[config.mk]
export PLATFORM = sky130hd
export DESIGN_NAME = uart_tx_arbiter
export DESIGN_NICKNAME = d
export VERILOG_FILES = /design/src/rtl/uart_tx_arbiter.sv
export SDC_FILE = /design/constraint.sdc
export NUM_CORES = 1
export LEC_CHECK = 0
export ABC_AREA = 1
export CORE_MARGIN = 2
export CORE_UTILIZATION = 39
export CTS_CLUSTER_DIAMETER = 60
export CTS_CLUSTER_SIZE = 8
export DETAILED_ROUTE_END_ITERATION = 12
export GPL_TIMING_DRIVEN = 0
export PLACE_DENSITY = 0.9
export SYNTH_ARGS = -nofsm -noshare
export SYNTH_HDL_FRONTEND = slang
export SYNTH_SLANG_ARGS = --single-unit
[constraint.sdc]
create_clock -name clk -period 2.3 [get_ports clk]
set_clock_uncertainty 0.2 [all_clocks]
set_input_delay 0.23 -clock clk [delete_from_list [all_inputs] [get_ports clk]]
set_output_delay 0.23 -clock clk [all_outputs]
set_load 0.03 [all_outputs]
[src/rtl/uart_tx_arbiter.sv]
// Round-robin arbiter sharing one UART transmitter among N ready/valid byte producers.
// Optional message lock (req_last framing) is enabled by defining UART_ARB_LOCK_EN.
module uart_tx_arbiter #(
  parameter int N         = 4,
  parameter int DATA_BITS = 8
) (
  input  logic                      clk,
  input  logic                      rst,
  input  logic [N*DATA_BITS-1:0]    req_data,
  input  logic [N-1:0]              req_valid,
  input  logic [N-1:0]              req_last,
  output logic [N-1:0]              req_ready,
  output logic [DATA_BITS-1:0]      tx_data,
  output logic                      tx_data_valid,
  input  logic                      tx_data_ready,
  output logic [$clog2(N)-1:0]      grant_id,
  output logic                      busy
);
  localparam int IDW = $clog2(N);

  typedef enum logic {IDLE, SEND} state_t;

  state_t                state_reg, state_next;
  logic [DATA_BITS-1:0]  tx_data_reg;
  logic [IDW-1:0]        grant_reg;
  logic [IDW-1:0]        last_grant_reg;
  logic [DATA_BITS-1:0]  data_arr [N];
  logic [N-1:0]          eligible;
  logic [IDW-1:0]        winner;
  logic                  found;
  logic                  accept;
  logic                  locked;
  int                    idx_i;
  logic [IDW-1:0]        idx_v;

`ifdef UART_ARB_LOCK_EN
  logic                  locked_reg;
  logic                  end_reg;
  logic [IDW-1:0]        owner_reg;
`endif

  genvar gi;
  generate
    for (gi = 0; gi < N; gi++) begin : g_req
      assign data_arr[gi] = req_data[gi*DATA_BITS +: DATA_BITS];
`ifdef UART_ARB_LOCK_EN
      // While a message is locked, only its owner may be picked.
      assign eligible[gi] = req_valid[gi] & (~locked_reg | (owner_reg == IDW'(gi)));
`else
      assign eligible[gi] = req_valid[gi];
`endif
      assign req_ready[gi] = accept & (winner == IDW'(gi));
    end
  endgenerate

  // Scan from the requester after the last grant, wrapping around.
  always_comb begin
    found  = 1'b0;
    winner = '0;
    idx_i  = 0;
    idx_v  = '0;
    for (int k = 1; k <= N; k++) begin
      idx_i = (int'(last_grant_reg) + k) % N;
      idx_v = idx_i[IDW-1:0];
      if (!found && eligible[idx_v]) begin
        found  = 1'b1;
        winner = idx_v;
      end
    end
  end

  assign accept = (state_reg == IDLE) && found;

  always_comb begin
    state_next = state_reg;
    case (state_reg)
      IDLE:    if (accept) state_next = SEND;
      SEND:    if (tx_data_ready) state_next = IDLE;
      default: state_next = IDLE;
    endcase
  end

  always_ff @(posedge clk) begin
    if (rst) begin
      state_reg   <= IDLE;
      tx_data_reg <= '0;
      grant_reg   <= '0;
    end else begin
      state_reg <= state_next;
      if (accept) begin
        tx_data_reg <= data_arr[winner];
        grant_reg   <= winner;
      end
    end
  end

`ifdef UART_ARB_LOCK_EN
  // Rotation advances only when a whole message has left the transmitter.
  always_ff @(posedge clk) begin
    if (rst) begin
      last_grant_reg <= IDW'(N-1);
      locked_reg     <= 1'b0;
      end_reg        <= 1'b0;
      owner_reg      <= '0;
    end else begin
      if (accept) begin
        end_reg <= req_last[winner];
        if (!req_last[winner]) begin
          locked_reg <= 1'b1;
          owner_reg  <= winner;
        end
      end
      if (state_reg == SEND && tx_data_ready && end_reg) begin
        locked_reg     <= 1'b0;
        last_grant_reg <= grant_reg;
      end
    end
  end

  assign locked = locked_reg;
`else
  logic unused_last;
  assign unused_last = ^req_last;

  always_ff @(posedge clk) begin
    if (rst) begin
      last_grant_reg <= IDW'(N-1);
    end else if (accept) begin
      last_grant_reg <= winner;
    end
  end

  assign locked = 1'b0;
`endif

  assign tx_data       = tx_data_reg;
  assign tx_data_valid = (state_reg == SEND);
  assign grant_id      = grant_reg;
  assign busy          = (state_reg == SEND) | locked;

endmodule
==> results of run 1 <==
-- worst min-delay path by stage --
stage                           start     endpoint  cells after the start
after detailed placement  grant_id[0]  grant_id[0]                      2
after CTS                 grant_id[0]  grant_id[0]                      2
after global routing      grant_id[0]  grant_id[0]                      2
after floorplan                   rst  grant_id[0]                      1
after global placement    grant_id[0]  grant_id[0]                      2
final                     grant_id[0]  grant_id[0]                      2
-- area by class of cell --
type,count,area [um2],share of cell area (%)
repair buffers,71,659,34.2
multi-input cells,153,828,42.9
clock buffers,4,26.3,1.36
inverters,18,72.6,3.76
well taps,31,38.8,2.01
flip-flops and latches,13,268,13.9
plain buffers,4,37.5,1.94
-- per-layer routing --
metal  wire length, um  track usage [%]
met3               251             2.27
met4                92             11.0
met2              1920             37.6
met5                 0                0
met1              1490             27.0
-- synth_stat cells --
| master | count |
|---|---|
| nor2_4 | 1 |
| o21ai_1 | 2 |
| o21bai_1 | 1 |
| nand2_2 | 6 |
| nand2_4 | 3 |
| o211ai_1 | 1 |
| clkinv_1 | 1 |
| buf_4 | 3 |
| a21oi_1 | 1 |
| nand4_4 | 1 |
| inv_1 | 13 |
| o21ai_2 | 1 |
| buf_2 | 1 |
| buf_6 | 2 |
| o21ai_4 | 1 |
| nor2_8 | 1 |
| nand3_1 | 28 |
| inv_2 | 4 |
| nand2_1 | 93 |
| dfxtp_1 | 13 |
| nor2_2 | 1 |
| nor2_1 | 7 |
| nor3_1 | 2 |
| nand4_1 | 3 |
-- worst reg2reg max path, cell delays in order (launching register included) --
cell	delay (ns)
dfxtp_4	0.37
buf_6	0.14
nand2_1	0.09
nand2_2	0.11
nand2_2	0.08
nand2_4	0.11
nor2_8	0.05
nand2_4	0.09
o21ai_4	0.07
buf_4	0.15
nor2_2	0.34
nand2_1	0.10
nand3_1	0.11
nand2_1	0.06
inv_1	0.05
-- cell usage in the layout, fill, tap and decap left out, types with 2 or more instances in the layout --
master / n
buf_4: 21
dfxtp_4: 2
o21ai_1: 2
dfxtp_1: 11
nand2_4: 10
clkbuf_4: 3
nand2_2: 9
nand3_1: 27
inv_2: 2
buf_6: 3
nor3_2: 2
nor2_1: 7
nand4_1: 3
inv_4: 2
o21ai_4: 2
inv_1: 13
nand2_1: 82
clkdlybuf4s50_1: 50
-- cell families (layout without fill, tap and decap cells) --
family                 count (synthesis)  after routing  share of synthesized area [%]
AO/OA/AOI/OAI                          7              7                           4.97
buffers and inverters                 24             97                           10.6
flip-flops                            13             13                           23.5
AND/OR/NAND/NOR                      146            146                           60.9
-- per-stage QoR --
step | total power [mW] | hold slack [ns] | setup TNS [ns]
3_5_place_dp | 2.60 | 0.262 | -2.82
4_1_cts | 2.92 | 0.273 | -0.00404
3_3_place_gp | 2.55 | 0.260 | -2.53
6_report | 3.20 | 0.268 | -0.122
2_1_floorplan | 1.99 | 0.0991 | 0
5_1_grt | 3.45 | 0.314 | -0.434
-- power breakdown --
group	total [mW]	switching, mW	internal [mW]
Sequential	0.376	0.0637	0.313
Clock	0.143	0.0756	0.0675
Combinational	2.68	1.62	1.06
Total	3.20	1.76	1.44
-- what timing repair did --
item,4_1_cts,5_1_grt
endpoints found under the setup margin,4,11
resized for setup,37,17
setup buffers,7,9
cloned,0,1
pin swaps,7,14
==> metrics.yaml, run 1 <==
insertion_delay_ns: 0.28
crit_path_start: "last_grant_reg[0]"
fin_util_pct: 70.6
cts_buffers: 3
track_usage_pct: 21.8
fin_crit_ns: 2.35
fp.dieArea_um2: 3280
critPathKind: "register to output port"
r2r_slack_ns: 0.12
cp_slowest_cell: "dfxtp_4"
yosysSeqAreaShare_pct: 23.5
setup_violations: 4
drt_iter0_markers: 54
end_kind: "output port"
max_cap_viol_count: 0
num_antenna_cells: 0
finalHoldViolCount: 0
die_x_um: 57.3
r2r_start: "last_grant_reg[0]"
rsz0062_at_grt: "true"
tightest_slew_ns: 0.401
crit_path_end: "req_ready[3]"
path_delay_family: "simple AND/OR/NAND/NOR gates"
maxSlewViolCount: 0
syn_area_per_cell_um2: 5.83
drc: 0
start_util_pct: 40.5
path_clk_slew_ns: 0.07
pre_cts_ws_ns: -0.722
cts.sinks: 13
worstSetupPathDepth: 12
ir_drop_uv: 1160
antenna_found_initial: 0
synth_seq_cells: 13
htreeDepth: 1
grt_overflow_total: 0
arrival_ns: 1.92
post_drt_wl_per_cell_um: 12.8
vias_per_cell: 5.04
netlist.area_leader.share_pct: 31.5
design_area_um2: 1930
crit_buf_inv: 2
fin_cells: 294
hpwl_um: 2550
failed_checks: "setup timing"
cts_max_path_buffers: 2
coreArea_um2: 2730
yosys_warnings: 0
drive_above_1_share_pct: 24.0
portBuffers: 54
holdBufCountCts: 0
synthCells: 190
synth_area_um2: 1110
cp.required_ns: 1.87
num_vias: 1481
crit_fanout: 5
rows: 19
ioPinCount: 59
yosysUniqueCellTypes: 24
dr.pass1.iters: 4
grt_start_max_net_pins: 17
synth_top_area_cell: "nand2_1"
worst_slack_ns: -0.0486
start_kind: "register"
ff2ff_path_depth: 14
power_density_nw_per_um2: 1660
max_freq_mhz: 426
syn-num-nets: 233
largest_register_ffs: 8
finalCritPeriodShare_pct: 102
fill_cells: 195
status: "finished, violations left"
synthTopCellsByArea: "nand2_1 (32%), dfxtp_1 (24%), nand3_1 (13%), inv_1 (4.4%), nand2_2 (3.4%)"
wl_um: 3750
antenna_left: 0
cp_common_cell: "nand2_2"
gp_congestion: 0.811
grt_pass1_wl_um: 5640
critical_path.max_stage_delay_ns: 0.37
hold_path_class: "register to register"
grt_pass1_vias: 1288
synthToLayoutAreaGrowth_pct: 74.4
cts-root-buf: "clkbuf_4"
numPlacedInstances: 275
path_cells: "buf_6, nand2_1, nand2_2, nand2_2, nand2_4, nand4_1, nand2_1, nand2_4, nand2_8, nand2_2, nor2_1, buf_4"
cts_tree: "done"
placed_area_um2: 1700
power_leakage_nw: 0.983
fp.dieH_um: 57.3
finalNetCount: 307
slew_headroom_pct: 73.2
r2r_end: "tx_data[7]"
(Power assumes the default switching activity.)
==> inputs of run 2 (changes only) <==
--- a/config.mk
+++ b/config.mk
@@ -6,7 +6,7 @@
 export NUM_CORES = 1
 export LEC_CHECK = 0
 export ABC_AREA = 1
-export CORE_MARGIN = 2
+export CORE_MARGIN = 3
 export CORE_UTILIZATION = 39
 export CTS_CLUSTER_DIAMETER = 60
 export CTS_CLUSTER_SIZE = 8
==> constraint.sdc (replaced) <==
create_clock -name clk -period 2.7 [get_ports clk]
set_clock_uncertainty 0.2 [all_clocks]
set_input_delay 0.27 -clock clk [delete_from_list [all_inputs] [get_ports clk]]
set_output_delay 0.27 -clock clk [all_outputs]
set_load 0.03 [all_outputs]
==> metrics.yaml, run 2 (synthesis gave the netlist of run 1 again) <==
status: "complete, no violations"
power_leakage_nw: 0.880
fp.dieArea_um2: 3510
largest_register_ffs: 8
tightest_slew_ns: 0.369
antenna_left: 0
cp_common_cell: "nand2_1"
finalCritPeriodShare_pct: 93.6
slew_headroom_pct: 75.4
antenna_found_initial: 0
fin_cells: 279
dr.pass1.iters: 4
vias_per_cell: 4.93
critical_path.max_stage_delay_ns: 0.34
path_clk_slew_ns: 0.09
portBuffers: 54
cp_slowest_cell: "dfxtp_2"
track_usage_pct: 20.9
hold_path_class: "register to register"
post_drt_wl_per_cell_um: 12.1
num_vias: 1376
path_cells: "buf_6, nand2_1, nand2_1, nand2_1, nand2_2, nor2_8, nand2_2, o21ai_4, buf_4, nor3_1, buf_2"
fin_crit_ns: 2.53
hpwl_um: 2690
hold_slack_ns: 0.271
cts_buffers: 3
worst_slack_ns: 0.172
drc: 0
grt_overflow_total: 0
end_kind: "output port"
rsz0062_at_grt: "false"
grt_pass1_wl_um: 5570
htreeDepth: 1
cts_tree: "done"
busiest_layer: "met2"
design_area_um2: 1730
r2r_slack_ns: 0.61
num_antenna_cells: 0
cts-root-buf: "clkbuf_4"
numPlacedInstances: 274
wl_um: 3370
arrival_ns: 2.06
die_x_um: 59.3
layout_common_cells: "nand2_1 (92), clkdlybuf4s50_1 (50), nand3_1 (28), inv_1 (13), dfxtp_1 (11)"
coreArea_um2: 2590
gp_congestion: 0.882
fill_cells: 228
max_freq_mhz: 396
cp.required_ns: 2.23
grt_pass1_vias: 1238
fin_util_pct: 66.6
critPathKind: "register to output port"
final_common_cell: "nand2_1"
cts_max_path_buffers: 2
drive_above_1_share_pct: 15.7
crit_fanout: 10
synthToLayoutAreaGrowth_pct: 55.8
setup_violations: 0
cts.sinks: 13
pre_cts_ws_ns: -0.460
start_util_pct: 42.8
grt_start_max_net_pins: 11
insertion_delay_ns: 0.29
drt_iter0_markers: 75
fp.dieH_um: 59.3
ir_drop_uv: 871
met3_usage_pct: 2.61
placed_area_um2: 1690
met1_usage_pct: 25.7
power_density_nw_per_um2: 1350
max_cap_viol_count: 0
ioPinCount: 59
start_kind: "register"
rows: 18
finalNetCount: 293
finalHoldViolCount: 0
met2_usage_pct: 35.1
maxSlewViolCount: 0
[run 2: changes by cell type in the layout (fill, tap and decap cells not counted), sizes merged]
cell / previous run / this run
buf: 25 / 10
clkinv: 1 / 2
[run 2: worst max-delay path, delay by kind of cell, from the launching register on]
family          cells  cell delay [ns]
flops               1             0.34
simple gates        7             0.64
buf+inv             3             0.54
compound gates      1             0.24
[run 2: per-layer routing]
layer / part of all wire [%] / wire (um)
met1: 42 / 1430
met2: 51 / 1700
met3: 4.8 / 160
met4: 2.3 / 79
met5: 0 / 0
[run 2: path summary, 6_finish.rpt]
check / to / from / depth (start not counted)
setup / recovery: req_ready[2] / last_grant_reg[0] / 11
setup reg to reg: tx_data[2] / last_grant_reg[0] / 14
hold reg to reg: grant_id[0] / grant_id[0] / 2
hold / removal: grant_id[0] / grant_id[0] / 2
[run 2: report_power, final]
group | internal [mW] | switching, mW | total (mW)
Clock | 0.0552 | 0.0721 | 0.127
Sequential | 0.261 | 0.0430 | 0.304
Combinational | 0.660 | 1.23 | 1.89
Total | 0.977 | 1.35 | 2.32
[run 2: area by class of cell]
class / instances / area, um2 / share of cell area (%)
Clock buffer: 3 / 22.5 / 1.31
Clock inverter: 1 / 5.00 / 0.290
Sequential cell: 13 / 263 / 15.2
Buffer: 5 / 38.8 / 2.25
Multi-Input combinational cell: 153 / 748 / 43.4
Inverter: 18 / 67.6 / 3.92
Timing Repair Buffer: 56 / 543 / 31.5
Tap cell: 30 / 37.5 / 2.18
[run 2: timing repair]
item / in CTS / in global routing
buffers inserted: 0 / 2
setup endpoints to repair: 4 / 4
hold endpoints to repair: 0 / 0
hold buffers: 0 / 0
resized for setup: 24 / 7
[run 2: stage by stage]
step                setup TNS, ns  total power, mW
floorplan                       0             1.68
global placement            -1.31             2.15
detailed placement          -1.48             2.18
CTS                             0             2.30
global route                    0             2.56
finish                          0             2.32
==> inputs of run 3 (changes only) <==
--- a/config.mk
+++ b/config.mk
@@ -7,12 +7,13 @@
 export LEC_CHECK = 0
 export ABC_AREA = 1
 export CORE_MARGIN = 3
-export CORE_UTILIZATION = 39
+export CORE_UTILIZATION = 40
 export CTS_CLUSTER_DIAMETER = 60
 export CTS_CLUSTER_SIZE = 8
 export DETAILED_ROUTE_END_ITERATION = 12
+export DONT_BUFFER_PORTS = 1
 export GPL_TIMING_DRIVEN = 0
-export PLACE_DENSITY = 0.9
+export PLACE_DENSITY = 0.64
 export SYNTH_ARGS = -nofsm -noshare
 export SYNTH_HDL_FRONTEND = slang
 export SYNTH_SLANG_ARGS = --single-unit
==> constraint.sdc (replaced) <==
create_clock -name clk -period 2.7 [get_ports clk]
set_clock_uncertainty 0.2 [all_clocks]
set_input_delay 0.27 -clock clk [delete_from_list [all_inputs] [get_ports clk]]
set_output_delay 0.27 -clock clk [all_outputs]
set_load 0.01 [all_outputs]
==> metrics.yaml, run 3 (synthesis gave the netlist of run 1 again) <==
r2r_end: "tx_data[2]"
tightest_slew_ns: 0.400
antenna_found_initial: 0
power_density_nw_per_um2: 1640
wl_um: 2990
grt_start_max_net_pins: 11
status: "complete, no violations"
ir_drop_uv: 825
critPathKind: "register to output port"
fin_crit_ns: 2.52
max_freq_mhz: 398
worst_slack_ns: 0.184
slew_headroom_pct: 73.3
cts_tree: "done"
track_usage_pct: 17.1
drc: 0
num_antenna_cells: 0
finalCritPeriodShare_pct: 93.2
finalHoldViolCount: 0
fp.dieH_um: 58.6
post_drt_wl_per_cell_um: 13.2
start_kind: "register"
cp.required_ns: 2.23
cts_max_path_buffers: 2
cts.sinks: 13
hpwl_um: 2250
grt_pass1_wl_um: 4580
cts-root-buf: "clkbuf_4"
die_x_um: 58.6
setup_violations: 0
max_cap_viol_count: 0
tns_ns: 0
hold_start: "req_data[26]"
crit_path_start: "last_grant_reg[0]"
power_mw: 1.98
htreeDepth: 1
grt_pass1_vias: 1015
final_common_cell: "nand2_1"
dr.pass1.iters: 4
portBuffers: 0
fill_cells: 294
rows: 18
ioPinCount: 59
drt_iter0_markers: 62
hold_depth: 6
path_clk_slew_ns: 0.08
r2r_start: "last_grant_reg[0]"
end_kind: "output port"
grt_overflow_total: 0
antenna_left: 0
cp_common_cell: "nand2_1"
arrival_ns: 2.05
maxSlewViolCount: 0
crit_fanout: 10
power_leakage_nw: 0.671
largest_register_ffs: 8
gp_congestion: 0.752
insertion_delay_ns: 0.28
path_cells: "buf_6, nand2_1, nand2_1, nand2_1, nand2_2, nand4_1, nand2_1, nand2_4, nand2_4, buf_6, nand2_2, nor2_2"
layout_common_cells: "nand2_1 (92), nand3_1 (28), inv_1 (13), dfxtp_1 (12), nand2_2 (7)"
start_util_pct: 43.5
fp.dieArea_um2: 3440
crit_path_end: "req_ready[3]"
cts_buffers: 3
synthToLayoutAreaGrowth_pct: 9.27
vias_per_cell: 5.29
pre_cts_ws_ns: 0.400
num_vias: 1196
finalNetCount: 240
drive_above_1_share_pct: 17.3
ff2ff_path_depth: 13
cp_slowest_cell: "dfxtp_1"
hold_slack_ns: 0.0772
hold_path_class: "input port to register"
coreArea_um2: 2540
r2r_slack_ns: 0.52
critical_path.max_stage_delay_ns: 0.36
==> run 3: changes by cell type in the layout (fill, tap and decap cells not counted), sizes merged <==
cell | before | now
buf | 10 | 6
dlygate4sd3 | 0 | 2
clkinv | 2 | 1
clkdlybuf4s50 | 50 | 0
==> run 3: worst max-delay path, delay by kind of cell, from the launching register on <==
| family | cells | cell delay, ns |
|---|---|---|
| buffers and inverters | 2 | 0.33 |
| DFF | 1 | 0.36 |
| and+or+nand+nor | 10 | 1.07 |
==> run 3: layout make-up <==
type | instances | area (um2) | share of cell area, %
repair buffers | 2 | 20.0 | 1.65
well taps | 30 | 37.5 | 3.10
clock buffers | 4 | 26.3 | 2.17
plain buffers | 6 | 50.0 | 4.14
flip-flops and latches | 13 | 262 | 21.6
inverters | 18 | 67.6 | 5.58
multi-input cells | 153 | 747 | 61.7
==> run 3: repair_timing <==
| action | 4_1_cts | 5_1_grt |
|---|---|---|
| hold endpoints to repair | 3 | 0 |
| setup endpoints to repair | 0 | 4 |
| buffers inserted | 0 | 0 |
| hold buffers | 2 | 0 |
| gates resized for setup | 0 | 6 |
==> run 3: worst min path at each step <==
stage / slack (ns) / end
2_1_floorplan: 0.14 / grant_id[0]
3_3_place_gp: 0.14 / grant_id[0]
3_5_place_dp: 0.14 / grant_id[0]
4_1_cts: 0.07 / tx_data[2]
5_1_grt: 0.11 / tx_data[7]
6_report: 0.08 / tx_data[2]
==> run 3: per-layer routing <==
metal / up-vias / share of wire, % / track usage, %
met5: - / 0 / 0
li1: 609 / - / -
met3: 4 / 10 / 4.61
met4: 0 / 0.64 / 2.91
met1: 533 / 45 / 26.4
met2: 50 / 44 / 23.8
==> run 3: per-stage QoR <==
stage,instances,util [%],instance area [um2]
after floorplan,190,-,1110
after detailed placement,220,45.0,1140
after global placement,220,45.0,1140
after global routing,226,47.5,1210
final,226,47.5,1210
after CTS,226,46.8,1190
==> run 3: power by group <==
group          internal [mW]  total, mW  switching (mW)
combinational          0.499       1.53            1.03
clock                 0.0573      0.122          0.0652
sequential             0.260      0.332          0.0724
